$ cat config.mk
export PLATFORM = sky130hd
export DESIGN_NAME = instruction_decode
export DESIGN_NICKNAME = d
export VERILOG_FILES = /design/src/rtl/decode_pkg.sv /design/src/rtl/instruction_decode_register_file.sv /design/src/rtl/instruction_decode.sv
export SDC_FILE = /design/constraint.sdc
export NUM_CORES = 1
export LEC_CHECK = 0
export ABC_AREA = 1
export CORE_MARGIN = 8
export CORE_UTILIZATION = 58
export DETAILED_ROUTE_END_ITERATION = 6
export DONT_BUFFER_PORTS = 1
export PLACE_DENSITY = 0.8
export SYNTH_ARGS = -nofsm -noshare
export SYNTH_HDL_FRONTEND = slang
export SYNTH_SLANG_ARGS = --single-unit
$ cat constraint.sdc
create_clock -name clock -period 2.86 [get_ports clock]
set_input_delay 0.858 -clock clock [delete_from_list [all_inputs] [get_ports clock]]
set_output_delay 0.858 -clock clock [all_outputs]
set_load 0.02 [all_outputs]
$ cat src/rtl/decode_pkg.sv
// rtl/decode_pkg.sv - shared constants for the decode/operand-read stage
// Purpose: opcode encodings, ALU control codes, NOP encoding, instruction
//          field bit positions and register count used by instruction_decode.
// Ports:   none (package)
package decode_pkg;

  localparam int REG_COUNT = 8;

  // Instruction field bit positions
  localparam int OPC_HI = 19;
  localparam int OPC_LO = 16;
  localparam int RD_HI  = 15;
  localparam int RD_LO  = 13;
  localparam int RS_HI  = 12;
  localparam int RS_LO  = 10;
  localparam int RT_HI  = 9;
  localparam int RT_LO  = 7;

  localparam logic [3:0] OP_ADD = 4'b0000;
  localparam logic [3:0] OP_OR  = 4'b0001;
  localparam logic [3:0] OP_AND = 4'b0010;
  localparam logic [3:0] OP_NOT = 4'b0011;
  localparam logic [3:0] OP_BEQ = 4'b0100;
  localparam logic [3:0] OP_NOP = 4'b1111;

  typedef enum logic [1:0] {
    ALU_ADD = 2'b00,
    ALU_OR  = 2'b01,
    ALU_AND = 2'b10,
    ALU_NOT = 2'b11
  } alu_ctrl_e;

  localparam logic [19:0] NOP_INSTR = 20'hF0000;

endpackage

$ cat src/rtl/instruction_decode_register_file.sv
// rtl/instruction_decode_register_file.sv - 8-entry register file, r0 reads zero
// Purpose: operand storage for the decode stage.
// Ports:   clock, reset (sync active-low)
//          i_raddr_a/o_rdata_a, i_raddr_b/o_rdata_b : combinational read ports
//          i_wen/i_waddr/i_wdata                    : synchronous write port
module register_file
  import decode_pkg::*;
#(
  parameter int DATA_WIDTH = 20,
  parameter int ADDR_WIDTH = 3
) (
  input  logic                  clock,
  input  logic                  reset,
  input  logic [ADDR_WIDTH-1:0] i_raddr_a,
  output logic [DATA_WIDTH-1:0] o_rdata_a,
  input  logic [ADDR_WIDTH-1:0] i_raddr_b,
  output logic [DATA_WIDTH-1:0] o_rdata_b,
  input  logic                  i_wen,
  input  logic [ADDR_WIDTH-1:0] i_waddr,
  input  logic [DATA_WIDTH-1:0] i_wdata
);

  logic [DATA_WIDTH-1:0] r_regs [REG_COUNT];

  always_ff @(posedge clock) begin
    if (!reset) begin
      for (int i = 0; i < REG_COUNT; i++) begin
        r_regs[i] <= '0;
      end
    end else if (i_wen && (i_waddr != '0)) begin
      r_regs[i_waddr] <= i_wdata;
    end
  end

  assign o_rdata_a = (i_raddr_a == '0) ? '0 : r_regs[i_raddr_a];
  assign o_rdata_b = (i_raddr_b == '0) ? '0 : r_regs[i_raddr_b];

endmodule

$ cat src/rtl/instruction_decode.sv
// rtl/instruction_decode.sv - decode/operand-read stage with RAW scoreboard
// Purpose: decodes fetched instructions, reads operands, stalls on pending
//          writers and fills the ID/EX register consumed by execute.
// Ports:   clock, reset (sync active-low)
//          inValid/inReady/inInstruction : fetch handshake
//          flush/outStall                : execute-side control
//          outValid..outWrAddr           : ID/EX register contents
//          illegal                       : one-cycle pulse on illegal opcode accept
//          wbEnable/wbAddr/wbData        : writeback port
// Option:  DECODE_WB_BYPASS_EN forwards same-cycle writeback data to operands.
module instruction_decode
  import decode_pkg::*;
#(
  parameter int DATA_WIDTH     = 20,
  parameter int REG_ADDR_WIDTH = 3,
  parameter int CNT_WIDTH      = 2
) (
  input  logic                      clock,
  input  logic                      reset,
  input  logic                      inValid,
  output logic                      inReady,
  input  logic [DATA_WIDTH-1:0]     inInstruction,
  input  logic                      flush,
  input  logic                      outStall,
  output logic                      outValid,
  output logic [DATA_WIDTH-1:0]     outInstruction,
  output logic [1:0]                outControl,
  output logic [DATA_WIDTH-1:0]     outOpA,
  output logic [DATA_WIDTH-1:0]     outOpB,
  output logic                      outBranch,
  output logic                      outWrEnable,
  output logic [REG_ADDR_WIDTH-1:0] outWrAddr,
  output logic                      illegal,
  input  logic                      wbEnable,
  input  logic [REG_ADDR_WIDTH-1:0] wbAddr,
  input  logic [DATA_WIDTH-1:0]     wbData
);

  localparam logic [CNT_WIDTH-1:0] CNT_MAX = '1;
  localparam logic [CNT_WIDTH-1:0] CNT_ONE = CNT_WIDTH'(1);
  localparam logic [CNT_WIDTH-1:0] CNT_TWO = CNT_WIDTH'(2);

  // Decode
  logic [3:0]                w_opcode;
  logic [REG_ADDR_WIDTH-1:0] w_rd, w_rs, w_rt;
  logic                      w_reads_rs, w_reads_rt, w_writes, w_legal, w_branch;
  alu_ctrl_e                 w_ctrl;

  assign w_opcode = inInstruction[OPC_HI:OPC_LO];
  assign w_rd     = inInstruction[RD_HI:RD_LO];
  assign w_rs     = inInstruction[RS_HI:RS_LO];
  assign w_rt     = inInstruction[RT_HI:RT_LO];

  always_comb begin
    w_reads_rs = 1'b0;
    w_reads_rt = 1'b0;
    w_writes   = 1'b0;
    w_legal    = 1'b1;
    w_branch   = 1'b0;
    w_ctrl     = ALU_ADD;
    case (w_opcode)
      OP_ADD: begin w_reads_rs = 1'b1; w_reads_rt = 1'b1; w_writes = 1'b1; end
      OP_OR:  begin w_reads_rs = 1'b1; w_reads_rt = 1'b1; w_writes = 1'b1; w_ctrl = ALU_OR;  end
      OP_AND: begin w_reads_rs = 1'b1; w_reads_rt = 1'b1; w_writes = 1'b1; w_ctrl = ALU_AND; end
      OP_NOT: begin w_reads_rs = 1'b1; w_writes = 1'b1; w_ctrl = ALU_NOT; end
      OP_BEQ: begin w_reads_rs = 1'b1; w_reads_rt = 1'b1; w_branch = 1'b1; end
      OP_NOP: ;
      default: w_legal = 1'b0;
    endcase
  end

  // Register file and scoreboard
  logic [DATA_WIDTH-1:0] w_rf_a, w_rf_b;
  logic [CNT_WIDTH-1:0]  r_cnt    [REG_COUNT];
  logic [CNT_WIDTH-1:0]  w_cnt_nx [REG_COUNT];

  register_file #(
    .DATA_WIDTH (DATA_WIDTH),
    .ADDR_WIDTH (REG_ADDR_WIDTH)
  ) u_register_file (
    .clock     (clock),
    .reset     (reset),
    .i_raddr_a (w_rs),
    .o_rdata_a (w_rf_a),
    .i_raddr_b (w_rt),
    .o_rdata_b (w_rf_b),
    .i_wen     (wbEnable),
    .i_waddr   (wbAddr),
    .i_wdata   (wbData)
  );

  // A source whose only outstanding writer retires this cycle can take wbData directly.
  logic w_byp_rs, w_byp_rt;
`ifdef DECODE_WB_BYPASS_EN
  assign w_byp_rs = wbEnable && (wbAddr == w_rs) && (r_cnt[w_rs] == CNT_ONE);
  assign w_byp_rt = wbEnable && (wbAddr == w_rt) && (r_cnt[w_rt] == CNT_ONE);
`else
  assign w_byp_rs = 1'b0;
  assign w_byp_rt = 1'b0;
`endif

  logic w_rs_pend, w_rt_pend, w_dest_full, w_accept;
  logic r_out_valid, r_out_we;
  logic [REG_ADDR_WIDTH-1:0] r_out_wa;

  assign w_rs_pend   = w_reads_rs && (w_rs != '0) && (r_cnt[w_rs] != '0) && !w_byp_rs;
  assign w_rt_pend   = w_reads_rt && (w_rt != '0) && (r_cnt[w_rt] != '0) && !w_byp_rt;
  assign w_dest_full = w_writes && (r_cnt[w_rd] == CNT_MAX);

  assign inReady  = !flush && !(r_out_valid && outStall) && !w_rs_pend && !w_rt_pend && !w_dest_full;
  assign w_accept = inValid && inReady;

  // Per-register increment (issue) and decrement (writeback, flushed entry) strobes
  logic [REG_COUNT-1:0] w_inc, w_dec_wb, w_dec_fl;

  always_comb begin
    w_inc    = '0;
    w_dec_wb = '0;
    w_dec_fl = '0;
    if (w_accept && w_writes)                  w_inc[w_rd]       = 1'b1;
    if (wbEnable)                              w_dec_wb[wbAddr]  = 1'b1;
    if (flush && r_out_valid && r_out_we)      w_dec_fl[r_out_wa] = 1'b1;
  end

  always_comb begin
    for (int i = 0; i < REG_COUNT; i++) begin
      w_cnt_nx[i] = r_cnt[i];
      case ({w_inc[i], w_dec_wb[i], w_dec_fl[i]})
        3'b100:                 w_cnt_nx[i] = r_cnt[i] + CNT_ONE;
        3'b010, 3'b001, 3'b111: w_cnt_nx[i] = (r_cnt[i] != '0) ? r_cnt[i] - CNT_ONE : '0;
        3'b011:                 w_cnt_nx[i] = (r_cnt[i] > CNT_ONE) ? r_cnt[i] - CNT_TWO : '0;
        default: ;
      endcase
    end
  end

  always_ff @(posedge clock) begin
    for (int i = 0; i < REG_COUNT; i++) begin
      if (!reset || (i == 0)) r_cnt[i] <= '0;
      else                    r_cnt[i] <= w_cnt_nx[i];
    end
  end

  // ID/EX register
  logic [DATA_WIDTH-1:0] w_op_a, w_op_b;
  assign w_op_a = w_reads_rs ? (w_byp_rs ? wbData : w_rf_a) : '0;
  assign w_op_b = w_reads_rt ? (w_byp_rt ? wbData : w_rf_b) : '0;

  logic [DATA_WIDTH-1:0]     r_out_inst, r_out_opa, r_out_opb;
  logic [1:0]                r_out_ctrl;
  logic                      r_out_br, r_illegal;
  logic                      w_nx_valid, w_nx_we, w_nx_br;
  logic [DATA_WIDTH-1:0]     w_nx_inst, w_nx_opa, w_nx_opb;
  logic [1:0]                w_nx_ctrl;
  logic [REG_ADDR_WIDTH-1:0] w_nx_wa;

  // Default is a bubble; flush, illegal and idle cycles all fall through to it.
  always_comb begin
    w_nx_valid = 1'b0;
    w_nx_inst  = DATA_WIDTH'(NOP_INSTR);
    w_nx_ctrl  = 2'b00;
    w_nx_opa   = '0;
    w_nx_opb   = '0;
    w_nx_br    = 1'b0;
    w_nx_we    = 1'b0;
    w_nx_wa    = '0;
    if (!flush && r_out_valid && outStall) begin
      w_nx_valid = r_out_valid;
      w_nx_inst  = r_out_inst;
      w_nx_ctrl  = r_out_ctrl;
      w_nx_opa   = r_out_opa;
      w_nx_opb   = r_out_opb;
      w_nx_br    = r_out_br;
      w_nx_we    = r_out_we;
      w_nx_wa    = r_out_wa;
    end else if (!flush && w_accept && w_legal) begin
      w_nx_valid = 1'b1;
      w_nx_inst  = inInstruction;
      w_nx_ctrl  = w_ctrl;
      w_nx_opa   = w_op_a;
      w_nx_opb   = w_op_b;
      w_nx_br    = w_branch;
      w_nx_we    = w_writes;
      w_nx_wa    = w_writes ? w_rd : '0;
    end
  end

  always_ff @(posedge clock) begin
    if (!reset) begin
      r_out_valid <= 1'b0;
      r_out_inst  <= DATA_WIDTH'(NOP_INSTR);
      r_out_ctrl  <= 2'b00;
      r_out_opa   <= '0;
      r_out_opb   <= '0;
      r_out_br    <= 1'b0;
      r_out_we    <= 1'b0;
      r_out_wa    <= '0;
      r_illegal   <= 1'b0;
    end else begin
      r_out_valid <= w_nx_valid;
      r_out_inst  <= w_nx_inst;
      r_out_ctrl  <= w_nx_ctrl;
      r_out_opa   <= w_nx_opa;
      r_out_opb   <= w_nx_opb;
      r_out_br    <= w_nx_br;
      r_out_we    <= w_nx_we;
      r_out_wa    <= w_nx_wa;
      r_illegal   <= w_accept && !w_legal;
    end
  end

  assign outValid       = r_out_valid;
  assign outInstruction = r_out_inst;
  assign outControl     = r_out_ctrl;
  assign outOpA         = r_out_opa;
  assign outOpB         = r_out_opb;
  assign outBranch      = r_out_br;
  assign outWrEnable    = r_out_we;
  assign outWrAddr      = r_out_wa;
  assign illegal        = r_illegal;

endmodule

-- Word level (Yosys, flattened, before mapping)
Memories as Yosys holds them, arrays and structs flattened.
Index checks and enable logic that the tools add are counted.
- output and inout port bits: 70
- bits of input ports: 49
- memories: 2
- flip-flop bits (word level): 69
- logic and storage cells: 213
- memory bits (writable): 176
- bitwise logic cells: 7
- order comparisons: 13
- add/subtract/negate cells: 21
- reductions and logical operators: 56
- multiplexer cells: 64
- eq/ne operators: 41
- memories (name ; depth ; width ; rd ports ; clocked after Yosys merged registers in ; write ports ; line ; RTL):
    u_register_file.r_regs ; 8 ; 20 ; 2 ; 0 ; 8 ; instruction_decode_register_file.sv:23 ; logic [DATA_WIDTH-1:0] r_regs [REG_COUNT];
    r_cnt ; 8 ; 2 ; 10 ; 0 ; 8 ; instruction_decode.sv:74 ; logic [CNT_WIDTH-1:0] r_cnt [REG_COUNT];
- operator list (cell ; count):
    $mux 20 ; 8
    $pmux 2 s3 ; 8
    $mux 2 ; 22
    $eq 3x2->1 const B ; 14
    $eq 3x3->1 const B ; 14
    $mux 8 ; 3
    $logic_and 1x1->1 ; 23
    $eq 3x1->1 const B ; 7
    $reduce_or 3->1 ; 7
    $reduce_or 20->1 ; 1
    $reduce_bool 2->1 ; 9
    $mux 1 ; 17
    $add 2x1->2 const B ; 7
    $gt 2x1->1 const B ; 7
    $sub 2x1->2 const B ; 7
    $sub 2x2->2 const B ; 7
    $lt 3x4->1 const B ; 3
    $demux 1 s3 ; 3
    $ge 3x1->1 const B ; 3
    $mux 3 ; 3
    $reduce_bool 3->1 ; 3
    $eq 4x2->1 const B ; 2
    $reduce_or 4->1 ; 2
    $or 1x1->1 ; 7
    other kinds (9) ; 15

-- Longest topological paths before layout
Gate-level depths: netlist (run 1).
- depth after elaboration: 16
- mapped depth: 19
- gate-level depth less buffers: 18

-- Modules after synthesis
Synthesis (run 1) repeated with hierarchy kept, for this count alone.
- cells, all modules: 1885
- area, all modules: 13852.0 um^2
- modules (own cells, without submodules) (module ; instances ; area each (um^2) ; cells each ; seq. area each (um^2)):
    register_file ; 1 ; 9235.1 ; 1219 ; 4804.6
    instruction_decode ; 1 ; 4616.9 ; 666 ; 1661.6

-- Worst setup path before layout (run 1)
Ideal clock, no wire load.
- path kind: input to register
- from: input inInstruction[13]
- to: memory r_cnt[7][0]
- arrival: 2.907 ns
- slack: -0.167 ns
- cell stages on the path: 14
- data required time: 2.741 ns
- cell sequence: buf_2 buf_6 o211ai_1 nand2_1 o21ai_1 nor2_1 nor2_4 nand4_1 fa_1 inv_1 nor2_1 a21oi_1 o21ai_0 a21oi_1
- RTL lines (element ; line ; RTL):
    start, declared ; instruction_decode.sv:22 ; input logic [DATA_WIDTH-1:0] inInstruction,
    end, declared ; instruction_decode.sv:74 ;

==> results of run 1 <==
[worst max-delay path, stage by stage, from the launching register on]
cell and delay (ps):
dfxtp_2 360, inv_1 100, o21ai_0 190, nand2_1 90, nand2_1 60, nand2_1 40
nand2_1 60, inv_1 50, nor2_2 140, nor2_4 60, buf_4 130, buf_4 150
[sequential cells by signal, indices dropped and copies added, names as in the netlist]
name,cells
r_cnt,14
illegal,1
u_register_file.r_regs,160
outWrAddr,3
outControl,2
outBranch,1
outOpB,20
outWrEnable,1
outValid,1
outOpA,20
outInstruction,20
[repair_timing]
| item | in CTS | in global routing |
|---|---|---|
| pin swaps | 1 | 0 |
| resized for setup | 1 | 12 |
| setup endpoints to repair | 1 | 3 |
| setup buffers | 1 | 0 |
[power groups by stage]
stage	clock network, uW	registers (uW)	logic [uW]
floorplan	0	4060	552
global placement	0	4080	692
detailed placement	0	4090	710
CTS	3520	4010	720
global route	3660	4030	812
finish	3510	4020	742
[routing by layer]
layer | vias up | GRT usage | routed length [um] | part of all wire
li1 | 5181 | - | - | -
met1 | 5176 | 0.356 | 14000 | 0.36
met3 | 138 | 0.0771 | 5730 | 0.15
met5 | - | 0 | 0 | 0
met4 | 0 | 0.125 | 1500 | 0.039
met2 | 812 | 0.446 | 17200 | 0.45
[metrics by stage]
stage	area [um2]	total power, uW	hold slack [ps]	setup slack (ps)
final	14000	8270	403	43.1
after global routing	14000	8500	384	0.676
after CTS	14000	8250	390	7.11
after detailed placement	13100	4800	561	-178
after global placement	13100	4770	554	-57.6
after floorplan	12800	4610	535	-98.2
[cells in the mapped netlist]
master     instances
a2111oi_0          3
a211oi_1           8
a21boi_0           3
a21oi_1          189
a221oi_1           1
a31oi_1           20
and3_1             1
buf_1              6
buf_2             11
buf_4              2
buf_6              7
clkbuf_1          76
conb_1             1
dfxtp_1           83
edfxtp_1         160
fa_1               7
ha_1              21
inv_1            173
inv_2              2
nand2_1          190
nand2_2            1
nand3_1           23
nand3_2            1
nand3b_1           3
nand4_1           52
nor2_1           273
nor2_2             1
nor2_4             1
nor2_8             1
nor3_1             5
nor4_1             2
o2111ai_1          1
o211ai_1          19
o21a_1             1
o21ai_0          155
o21ai_1            1
o21bai_1           1
o221a_2            1
o221ai_1          18
o22ai_1            6
o31ai_1            3
[cell families after synthesis]
kind of cell,share of synthesized area
and+or+nand+nor,0.182
AOI/OAI and AO/OA,0.187
buffers and inverters,0.0880
DFF,0.511
adders and majority gates,0.0318
other,0.000296
[area by class of cell]
class / count / area, um2
clock inverters: 15 / 186
repair buffers: 48 / 435
well taps: 280 / 350
multi-input cells: 1032 / 5180
flip-flops and latches: 243 / 6480
fillers: 1758 / 7630
clock buffers: 31 / 701
inverters: 175 / 657
[how the worst max path moves through the flow]
| stage | slack (ps) | endpoint | start |
|---|---|---|---|
| after floorplan | -100 | r_cnt[7][0] | inInstruction[13] |
| after global placement | -60 | r_cnt[7][0] | inInstruction[11] |
| after detailed placement | -180 | r_cnt[7][0] | inInstruction[11] |
| after CTS | 7 | inReady | r_cnt[2][0] |
| after global routing | 0.7 | inReady | r_cnt[4][0] |
| final | 40 | inReady | r_cnt[2][0] |
==> metrics.csv, run 1 <==
stage,metric,value,unit
detailed_routing,drc,0,
grt,antenna_found_initial,0,
grt,grt_pass1_vias,10900,
cells_and_area,final_common_cell,nor2_1,
floorplanning,initial_utilization,0.585,
hold_path,worstHoldStart,reset,
detailed_routing,drt_pass1_iterations,7,
power_and_ir_drop,p_per_area,591,nW/um2
clock_tree,clock_latency,550,ps
grt,grt_remaining_overflow,0,
detailed_routing,dr_total_vias,11300,
timing,setup_tns,0,ps
setup_path,crit_fanout,5,
cells_and_area,drive_above_1_share,0.0738,
logic_synthesis,syn_area,12600,um2
hold_path,hold_end,outInstruction[19],
timing,drv_slew,0,
power_and_ir_drop,clockPowerShare,0.424,
logic_synthesis,yosys.area.top_type,edfxtp_1,
floorplanning,placementRows,54,
power_and_ir_drop,seqPwrFrac,0.486,
cells_and_area,fin_cells,1824,
power_and_ir_drop,vdd_drop_max,0.000392,V
floorplanning,ios,119,
logic_synthesis,ys_seq_area_frac,0.511,
timing,fmax,355,MHz
setup_path,rr_startpoint,r_cnt[4][1],
power_and_ir_drop,p_int,6250,uW
logic_synthesis,yosys_register_bits,243,
power_and_ir_drop,power.switching,2020,uW
timing,hold_viol,0,
clock_tree,clk_transition_reported_paths,60,ps
cells_and_area,utilization,0.647,
setup_path,endpoint_kind,output pin,
cells_and_area,area_delta_synth_final,10.6,%
timing,relSlewSlack,0.566,
detailed_routing,wl,38400,um
setup_path,arrival,1960,ps
timing,rsz0062_at_grt,false,
cells_and_area,nets,1602,
logic_synthesis,ys_top_cells_by_area,"edfxtp_1 (38%), dfxtp_1 (13%), nor2_1 (8.1%), a21oi_1 (7.5%), o21ai_0 (6.1%)",
timing,fin_skew,18.3,ps
logic_synthesis,syn_inst,1533,
placed_design,io_buffers,0,
power_and_ir_drop,p_leak,0.00546,uW
floorplanning,coreArea,21600,um2
detailed_routing,final_antenna_net_count,0,
timing,layout_min_cycle_time,2820,ps
setup_path,r2r-end,r_cnt[7][0],
logic_synthesis,ys_types,41,
cells_and_area,num_antenna_cells,0,
run,cap_viol_max_count,0,
setup_path,rrSetupSlack,280,ps
timing,min_period_over_period,0.985,
clock_tree,cts_made_buffers,25,
hold_path,min_path_cells,1,
placed_design,dpl.hpwl,24200,um
setup_path,reg2reg_depth,17,
clock_tree,clock-root-buffer,clkbuf_16,
floorplanning,die-area,26800,um2
hold_path,hold_class,input pin to flip-flop,
logic_synthesis,synth_top_area_frac,0.380,
grt,grt_pass1_wl,59300,um
clock_tree,cts-hold-fix-buffers,0,
setup_path,required,2000,ps
detailed_routing,drt_first_iter_violations,1705,
detailed_routing,wire_per_inst,21.1,um
clock_tree,clk_path_buf_depth,3,
timing,tightest_slew,650,ps
clock_tree,cts.sinks,243,
power_and_ir_drop,combinationalPowerShare,0.090,
cells_and_area,mostFrequentLayoutCells,"nor2_1 (266), nand2_1 (189), a21oi_1 (188), inv_1 (170), edfxtp_1 (160)",
logic_synthesis,ys_warn_count,0,
floorplanning,die_x,164,um
clock_tree,cts_tree,built,
floorplanning,die_h,164,um
setup_path,path_class,flip-flop to output pin,
power_and_ir_drop,swShare,0.244,
setup_path,start_kind,flip-flop,
grt,grt_max_degree,120,
detailed_routing,routed_via_density,6.20,
placed_design,dp_cells,1777,
logic_synthesis,syn_avg_cell_area,8.25,um2
placed_design,place_congestion,0.904,
grt,grt_use_total,0.282,
clock_tree,ctsHtreeMaxLevel,1,
run_status,outcome,finished clean,
timing,setup_viol,0,
No activity file was read; power rests on OpenSTA's default activity.
==> run 2: changes to the inputs <==
--- a/config.mk
+++ b/config.mk
@@ -5,9 +5,10 @@
 export SDC_FILE = /design/constraint.sdc
 export NUM_CORES = 1
 export LEC_CHECK = 0
-export ABC_AREA = 1
+export CAP_MARGIN = 25
 export CORE_MARGIN = 8
 export CORE_UTILIZATION = 58
+export CTS_CLUSTER_SIZE = 12
 export DETAILED_ROUTE_END_ITERATION = 6
 export DONT_BUFFER_PORTS = 1
 export PLACE_DENSITY = 0.8
==> run 2 against run 1 <==
Effect of this change:
- the flow now finishes with violations (negative setup slack)
- power down 1.9%
- sequential power is essentially flat
- sequential cell count did not move
- worst setup slack worse by 150 ps
- hold slack improved by 45 ps
- via count shrank 18%
- cell count is 22% lower
- global-route usage shrank 2.1 points
- count of clock-buffer cells in the layout rose by 8
- routed wire length down 8.3%
- clock skew rose by 5.5 ps
- critical path depth rose by 1
- largest cell class unchanged
- largest power group unchanged
- highest routed layer unchanged
==> metrics.csv, run 2 <==
stage,metric,value,unit,change
run_status,outcome,finished with violations,,was finished clean
run_status,failed_checks,negative setup slack,,
hold_path,hold_class,input pin to flip-flop,,unchanged
clock_tree,cts_made_buffers,26,,was 25
logic_synthesis,async_flop_share,0,,unchanged
logic_synthesis,syn_avg_cell_area,12.1,um2,was 8.25 um2
logic_synthesis,ys_warn_count,0,,unchanged
run,cap_viol_max_count,0,,unchanged
detailed_routing,wl,35200,um,was 38400 um
cells_and_area,num-fill-cells,1560,,was 1758
cells_and_area,mostFrequentLayoutCells,"edfxtp_1 (160), and2_1 (142), buf_4 (98), dfxtp_1 (76), o21ai_0 (72)",,"was nor2_1 (266), nand2_1 (189), a21oi_1 (188), inv_1 (170), edfxtp_1 (160)"
setup_path,crit_family,simple AND/OR/NAND/NOR gates,,unchanged
floorplanning,die_h,164,um,about the same
placed_design,dpl.hpwl,22200,um,was 24200 um
power_and_ir_drop,vdd_drop_max,0.000497,V,was 0.000392 V
logic_synthesis,synth_ff_type,edfxtp_1,,unchanged
clock_tree,cts.sinks,243,,unchanged
logic_synthesis,netlist_top_cells_count,"edfxtp_1 (160), and2_1 (142), dfxtp_1 (83)",,"was nor2_1 (273), nand2_1 (190), a21oi_1 (189)"
floorplanning,die_x,164,um,about the same
placed_design,dpl-instance-area,13600,um2,was 13100 um2
logic_synthesis,ys_top_cells_by_area,"edfxtp_1 (38%), dfxtp_1 (13%), mux4_2 (10%), and2_1 (7.0%), mux2i_1 (5.0%)",,"was edfxtp_1 (38%), dfxtp_1 (13%), nor2_1 (8.1%), a21oi_1 (7.5%), o21ai_0 (6.1%)"
timing,setup_viol,8,,was 0
grt,antenna_found_initial,0,,unchanged
cells_and_area,final_area,14800,um2,was 14000 um2
logic_synthesis,syn_area,12700,um2,was 12600 um2
floorplanning,ios,119,,unchanged
placed_design,place_congestion,0.962,,was 0.904
cells_and_area,final_common_cell,edfxtp_1,,was nor2_1
timing,relSlewSlack,0.354,,was 0.566
floorplanning,die-area,26800,um2,about the same
setup_path,crit_fanout,4,,was 5
grt,use_met1,0.319,,was 0.356
floorplanning,initial_utilization,0.586,,was 0.585
floorplanning,coreArea,21600,um2,unchanged
cells_and_area,largest_reg_flops,160,,unchanged
timing,min_period_over_period,1.04,,was 0.985
cells_and_area,regMostFlops,u_register_file.r_regs,,unchanged
power_and_ir_drop,p_per_area,550,nW/um2,was 591 nW/um2
grt,grt_pass1_vias,9624,,was 10900
clock_tree,clock_latency,550,ps,about the same
detailed_routing,dr_total_vias,9299,,was 11300
setup_path,path_cells,"buf_6, mux2_4, a221oi_4, nor4_4, buf_4, or4_4, nor2_4, fa_1, mux2i_2, o21ai_1, o31a_1, a311oi_1",,"was inv_1, o21ai_0, nand2_1, nand2_1, nand2_1, nand2_1, inv_1, nor2_2, nor2_4, buf_4, buf_4"
detailed_routing,drc,0,,unchanged
detailed_routing,drt_first_iter_violations,960,,was 1705
setup_path,endpoint_kind,flip-flop,,was output pin
timing,rsz0062_at_grt,true,,was false
setup_path,crit_path_top_delay_cell,fa_1,,was dfxtp_2
logic_synthesis,syn_inst,1051,,was 1533
timing,fin_skew,23.8,ps,was 18.3 ps
logic_synthesis,synth_top_area_frac,0.379,,was 0.380
clock_tree,ctsHtreeMaxLevel,1,,unchanged
grt,use_met2,0.437,,was 0.446
grt,grt_remaining_overflow,0,,unchanged
logic_synthesis,yosysMostFrequentCell,edfxtp_1,,was nor2_1
setup_path,path_class,flip-flop to flip-flop,,was flip-flop to output pin
cells_and_area,nets,1209,,was 1602
timing,fmax,337,MHz,was 355 MHz
clock_tree,cts_tree,built,,unchanged
logic_synthesis,yosys_register_bits,243,,unchanged
placed_design,io_buffers,0,,unchanged
timing,drv_slew,0,,unchanged
cells_and_area,seq_area,6470,um2,was 6480 um2
clock_tree,clock-root-buffer,clkbuf_16,,unchanged
cells_and_area,multi_input_area,6130,um2,was 5180 um2
detailed_routing,drt_pass1_iterations,6,,was 7
clock_tree,clk_path_buf_depth,3,,unchanged
setup_path,crit_path_max_incr_delay,440,ps,was 360 ps
timing,tightest_slew,961,ps,was 650 ps
logic_synthesis,ys_seq_area_frac,0.510,,was 0.511
logic_synthesis,ys_types,75,,was 41
grt,grt_max_degree,70,,was 120
cells_and_area,area_delta_synth_final,16.5,%,was 10.6%
grt,top_usage_layer,met2,,unchanged
detailed_routing,final_antenna_net_count,0,,unchanged
setup_path,cp_num_buf_inv,2,,was 4
setup_path,start_kind,flip-flop,,unchanged
timing,layout_min_cycle_time,2970,ps,was 2820 ps
power_and_ir_drop,totalPowerFinal,8110,uW,was 8270 uW
detailed_routing,wire_per_inst,24.6,um,was 21.1 um
power_and_ir_drop,p_leak,0.00542,uW,was 0.00546 uW
grt,use_met3,0.0574,,was 0.0771
logic_synthesis,synth_edf_count,160,,unchanged
timing,hold_ws,448,ps,was 403 ps
timing,fin_ws,-107,ps,was 43.1 ps
logic_synthesis,yosys.area.top_type,edfxtp_1,,unchanged
grt,grt_pass1_wl,53800,um,was 59300 um
clock_tree,clk_transition_reported_paths,60,ps,about the same
grt,grt_use_total,0.260,,was 0.282
setup_path,required,3290,ps,was 2000 ps
timing,hold_viol,0,,unchanged
cells_and_area,drive_above_1_share,0.232,,was 0.0738
setup_path,arrival,3400,ps,was 1960 ps
cells_and_area,num_antenna_cells,0,,unchanged
detailed_routing,routed_via_density,6.50,,was 6.20
floorplanning,placementRows,54,,unchanged
-- run 2: cells by family (layout without fill, tap and decap cells) --
family                   after synthesis  after routing  synth area share
multiplexers                         127            127             0.160
adder cells (fa/ha/maj)               29             29            0.0326
buffers and inverters                100            181            0.0336
AND/OR/NAND/NOR                      348            348             0.154
AO/OA/AOI/OAI                        201            201             0.108
flip-flops                           243            243             0.510
other                                  1             20          0.000296
XOR/XNOR                               2              2           0.00138
-- run 2: path summary, 6_finish.rpt --
kind	start	endpoint	slack, ps	cells past startpoint
worst min-delay path	reset	r_cnt[3][0]	450	1
worst max-delay path	r_cnt[5][0]	r_cnt[6][0]	-110	12
worst min register to register	outOpB[13]	outOpB[13]	560	2
worst max register to register	r_cnt[5][0]	r_cnt[6][0]	-110	12
-- run 2: worst register-to-register path, stage by stage (launching register included) --
cell and delay, ps:
dfxtp_2 340, buf_6 110, mux2_4 260, a221oi_4 260
nor4_4 90, buf_4 170, or4_4 430, nor2_4 150
fa_1 440, mux2i_2 230, o21ai_1 80, o31a_1 100
a311oi_1 190
-- run 2: where the power goes --
part,internal [uW],total [uW],switching [uW]
logic,361,695,333
clock network,2010,3400,1380
registers,3920,4020,105
total,6290,8110,1820
-- run 2: what timing repair did --
action,CTS,global route
endpoints found under the hold margin,0,0
gates cloned,0,0
pin swaps,13,11
endpoints found under the setup margin,13,15
buffers inserted,9,3
resized for setup,26,22
hold buffers,0,0
-- run 2: cell type report --
class                           instances  area share
Sequential cell                       243       0.439
Multi-Input combinational cell        727       0.415
Timing Repair Buffer                  103      0.0560
Clock buffer                           39      0.0487
Tap cell                              280      0.0237
Clock inverter                          8     0.00949
Inverter                               31     0.00822
-- run 2: layer usage --
layer  wire (um)  part of all wire
met5           0                 0
met4        1570             0.045
met3        3540              0.10
met2       17100              0.48
met1       13000              0.37
-- run 2: stage by stage --
step	util	worst slack (ps)	instances	TNS, ps
floorplan	-	-457	1070	-4710
global placement	0.630	-527	1372	-6150
detailed placement	0.630	-568	1372	-6770
CTS	0.678	-103	1428	-354
global route	0.683	-211	1431	-1760
finish	0.683	-107	1431	-501
==> run 3: changes to the inputs <==
--- a/config.mk
+++ b/config.mk
@@ -11,7 +11,7 @@
 export CTS_CLUSTER_SIZE = 12
 export DETAILED_ROUTE_END_ITERATION = 6
 export DONT_BUFFER_PORTS = 1
-export PLACE_DENSITY = 0.8
+export PLACE_DENSITY = 0.84
 export SYNTH_ARGS = -nofsm -noshare
 export SYNTH_HDL_FRONTEND = slang
 export SYNTH_SLANG_ARGS = --single-unit
==> run 3 against run 2 <==
Effect of this change:
- the flow still finishes with violations (negative setup slack)
- global-route usage about the same
- count of clock-buffer cells in the layout is 5 higher
- sequential share of layout area is 0.061 points higher
- clock skew increased by 0.62 ps
- worst setup slack better by 42 ps
- die area unchanged
- core utilization down 0.12 points
- via count is 1.5% higher
- hold slack worse by 3.8 ps
- highest routed layer unchanged
==> metrics.csv, run 3 (same netlist as run 2, synthesis figures left out) <==
stage,metric,value,unit,change
setup_path,start_kind,flip-flop,,unchanged
run_status,failed_checks,negative setup slack,,unchanged
floorplanning,placementRows,54,,unchanged
timing,tightest_slew,707,ps,was 961 ps
setup_path,reg2reg_depth,11,,was 12
floorplanning,die_h,164,um,unchanged
cells_and_area,seq_area,6470,um2,about the same
detailed_routing,dr_total_vias,9442,,was 9299
detailed_routing,wire_per_inst,24.9,um,was 24.6 um
setup_path,arrival,3410,ps,was 3400 ps
timing,fmax,342,MHz,was 337 MHz
cells_and_area,final_common_cell,edfxtp_1,,unchanged
floorplanning,coreArea,21600,um2,unchanged
clock_tree,cts.sinks,243,,unchanged
timing,layout_min_cycle_time,2930,ps,was 2970 ps
cells_and_area,mostFrequentLayoutCells,"edfxtp_1 (160), and2_1 (142), buf_4 (96), dfxtp_1 (80), o21ai_0 (73)",,"was edfxtp_1 (160), and2_1 (142), buf_4 (98), dfxtp_1 (76), o21ai_0 (72)"
timing,min_period_over_period,1.02,,was 1.04
setup_path,rrSetupSlack,-70,ps,was -110 ps
hold_path,worstHoldStart,inInstruction[3],,was reset
detailed_routing,drt_first_iter_violations,883,,was 960
grt,grt_remaining_overflow,0,,unchanged
grt,grt_pass1_wl,54100,um,was 53800 um
hold_path,min_path_cells,1,,unchanged
cells_and_area,final_area,14700,um2,was 14800 um2
timing,setup_viol,5,,was 8
setup_path,crit_fanout,7,,was 4
hold_path,hold_end,outInstruction[3],,was r_cnt[3][0]
detailed_routing,routed_via_density,6.60,,was 6.50
placed_design,io_buffers,0,,unchanged
timing,drv_slew,0,,unchanged
floorplanning,die_x,164,um,unchanged
timing,rsz0062_at_grt,true,,unchanged
grt,grt_pass1_vias,9713,,was 9624
cells_and_area,num_antenna_cells,0,,unchanged
power_and_ir_drop,p_leak,0.00542,uW,about the same
setup_path,path_class,flip-flop to flip-flop,,unchanged
cells_and_area,multi_input_area,6100,um2,was 6130 um2
detailed_routing,wl,35600,um,was 35200 um
clock_tree,clk_path_buf_depth,3,,unchanged
floorplanning,ios,119,,unchanged
hold_path,hold_class,input pin to flip-flop,,unchanged
placed_design,dpl.hpwl,22600,um,was 22200 um
cells_and_area,num-fill-cells,1466,,was 1560
grt,grt_use_total,0.261,,was 0.260
timing,fin_skew,24.4,ps,was 23.8 ps
timing,fin_ws,-65.6,ps,was -107 ps
clock_tree,cts_made_buffers,26,,unchanged
detailed_routing,drt_pass1_iterations,6,,unchanged
setup_path,crit_path_max_incr_delay,600,ps,was 440 ps
cells_and_area,nets,1208,,was 1209
run,cap_viol_max_count,0,,unchanged
setup_path,crit_path_top_delay_cell,or4_4,,was fa_1
cells_and_area,area_delta_synth_final,16.3,%,was 16.5%
setup_path,rr_startpoint,r_cnt[6][0],,was r_cnt[5][0]
placed_design,place_congestion,0.951,,was 0.962
cells_and_area,regMostFlops,u_register_file.r_regs,,unchanged
clock_tree,ctsHtreeMaxLevel,1,,unchanged
setup_path,required,3340,ps,was 3290 ps
power_and_ir_drop,p_per_area,552,nW/um2,was 550 nW/um2
run_status,outcome,finished with violations,,unchanged
clock_tree,clock-root-buffer,clkbuf_16,,unchanged
timing,relSlewSlack,0.525,,was 0.354
clock_tree,clk_transition_reported_paths,60,ps,about the same
clock_tree,cts_tree,built,,unchanged
setup_path,endpoint_kind,flip-flop,,unchanged
grt,antenna_found_initial,0,,unchanged
detailed_routing,final_antenna_net_count,0,,unchanged
cells_and_area,largest_reg_flops,160,,unchanged
setup_path,path_cells,"nor3_1, a21oi_1, a211oi_2, o22ai_4, or4_4, inv_4, fa_1, mux2i_2, o21ai_1, o31ai_1, o311a_1",,"was buf_6, mux2_4, a221oi_4, nor4_4, buf_4, or4_4, nor2_4, fa_1, mux2i_2, o21ai_1, o31a_1, a311oi_1"
floorplanning,initial_utilization,0.586,,unchanged
power_and_ir_drop,vdd_drop_max,0.000531,V,was 0.000497 V
detailed_routing,drc,0,,unchanged
cells_and_area,utilization,0.682,,was 0.683
cells_and_area,drive_above_1_share,0.223,,was 0.232
setup_path,r2r-end,r_cnt[1][0],,was r_cnt[6][0]
placed_design,dpl-instance-area,13600,um2,about the same
timing,hold_viol,0,,unchanged
grt,grt_max_degree,70,,unchanged
clock_tree,clock_latency,550,ps,about the same
floorplanning,die-area,26800,um2,unchanged
==> run 3: cell count changes in the layout (fill, tap and decap cells not counted), sizes merged <==
| cell | delta |
|---|---|
| buf | -1 |
| bufinv | -1 |
| clkbuf | +5 |
| clkinv | -4 |
| clkinvlp | +1 |
==> run 3: cell type report <==
| cell class | count | share of cell area |
|---|---|---|
| flip-flops and latches | 243 | 0.439 |
| multi-input cells | 727 | 0.414 |
| repair buffers | 102 | 0.0553 |
| clock buffers | 44 | 0.0529 |
| well taps | 280 | 0.0238 |
| inverters | 31 | 0.00840 |
| clock inverters | 4 | 0.00662 |
==> run 3: timing repair <==
| action | CTS | global route |
|---|---|---|
| resized for setup | 14 | 24 |
| buffers inserted | 3 | 2 |
| gates cloned | 0 | 0 |
| endpoints found under the setup margin | 8 | 15 |
| hold buffers | 0 | 0 |
| pin swaps | 9 | 11 |
==> run 3: power by group <==
group | total [uW] | switching, uW | internal, uW
combinational | 694 | 334 | 360
sequential | 4030 | 111 | 3920
clock | 3420 | 1380 | 2040
==> run 3: layer usage <==
| layer | up-vias | wire length, um | GRT usage | part of all wire |
|---|---|---|---|---|
| met5 | - | 0 | 0 | 0 |
| met2 | 589 | 17600 | 0.448 | 0.49 |
| met4 | 0 | 1660 | 0.126 | 0.047 |
| met1 | 4629 | 12500 | 0.302 | 0.35 |
| li1 | 4094 | - | - | - |
| met3 | 130 | 3860 | 0.0617 | 0.11 |
==> run 3: metrics by stage <==
step / hold WS, ps / setup slack [ps] / instances / power (uW) / setup TNS [ps]
after floorplan: 526 / -457 / 1070 / 4600 / -4710
after global routing: 432 / -207 / 1431 / 8350 / -2000
after global placement: 546 / -518 / 1378 / 4710 / -6030
final: 444 / -65.6 / 1431 / 8140 / -181
after detailed placement: 552 / -623 / 1378 / 4750 / -7040
after CTS: 428 / -32.9 / 1429 / 8140 / -40.5
==> run 3: worst max-delay path: cells and delay by family, from the launching register on <==
| family | cells | cell delay (ps) |
|---|---|---|
| and+or+nand+nor | 2 | 820 |
| muxes | 1 | 220 |
| buffers and inverters | 1 | 80 |
| DFF | 1 | 360 |
| AOI/OAI and AO/OA | 6 | 950 |
| adders and majority gates | 1 | 430 |
==> run 3: worst max path at each step <==
stage                      startpoint           to  slack (ps)  cells after the start
floorplan           inInstruction[13]  r_cnt[6][0]        -460                     11
global placement    inInstruction[18]  r_cnt[3][0]        -520                     12
detailed placement  inInstruction[10]  r_cnt[3][0]        -620                     12
CTS                 inInstruction[18]      inReady         -30                      8
global route              r_cnt[6][0]  r_cnt[2][1]        -210                     12
finish                    r_cnt[6][0]  r_cnt[1][0]         -70                     11
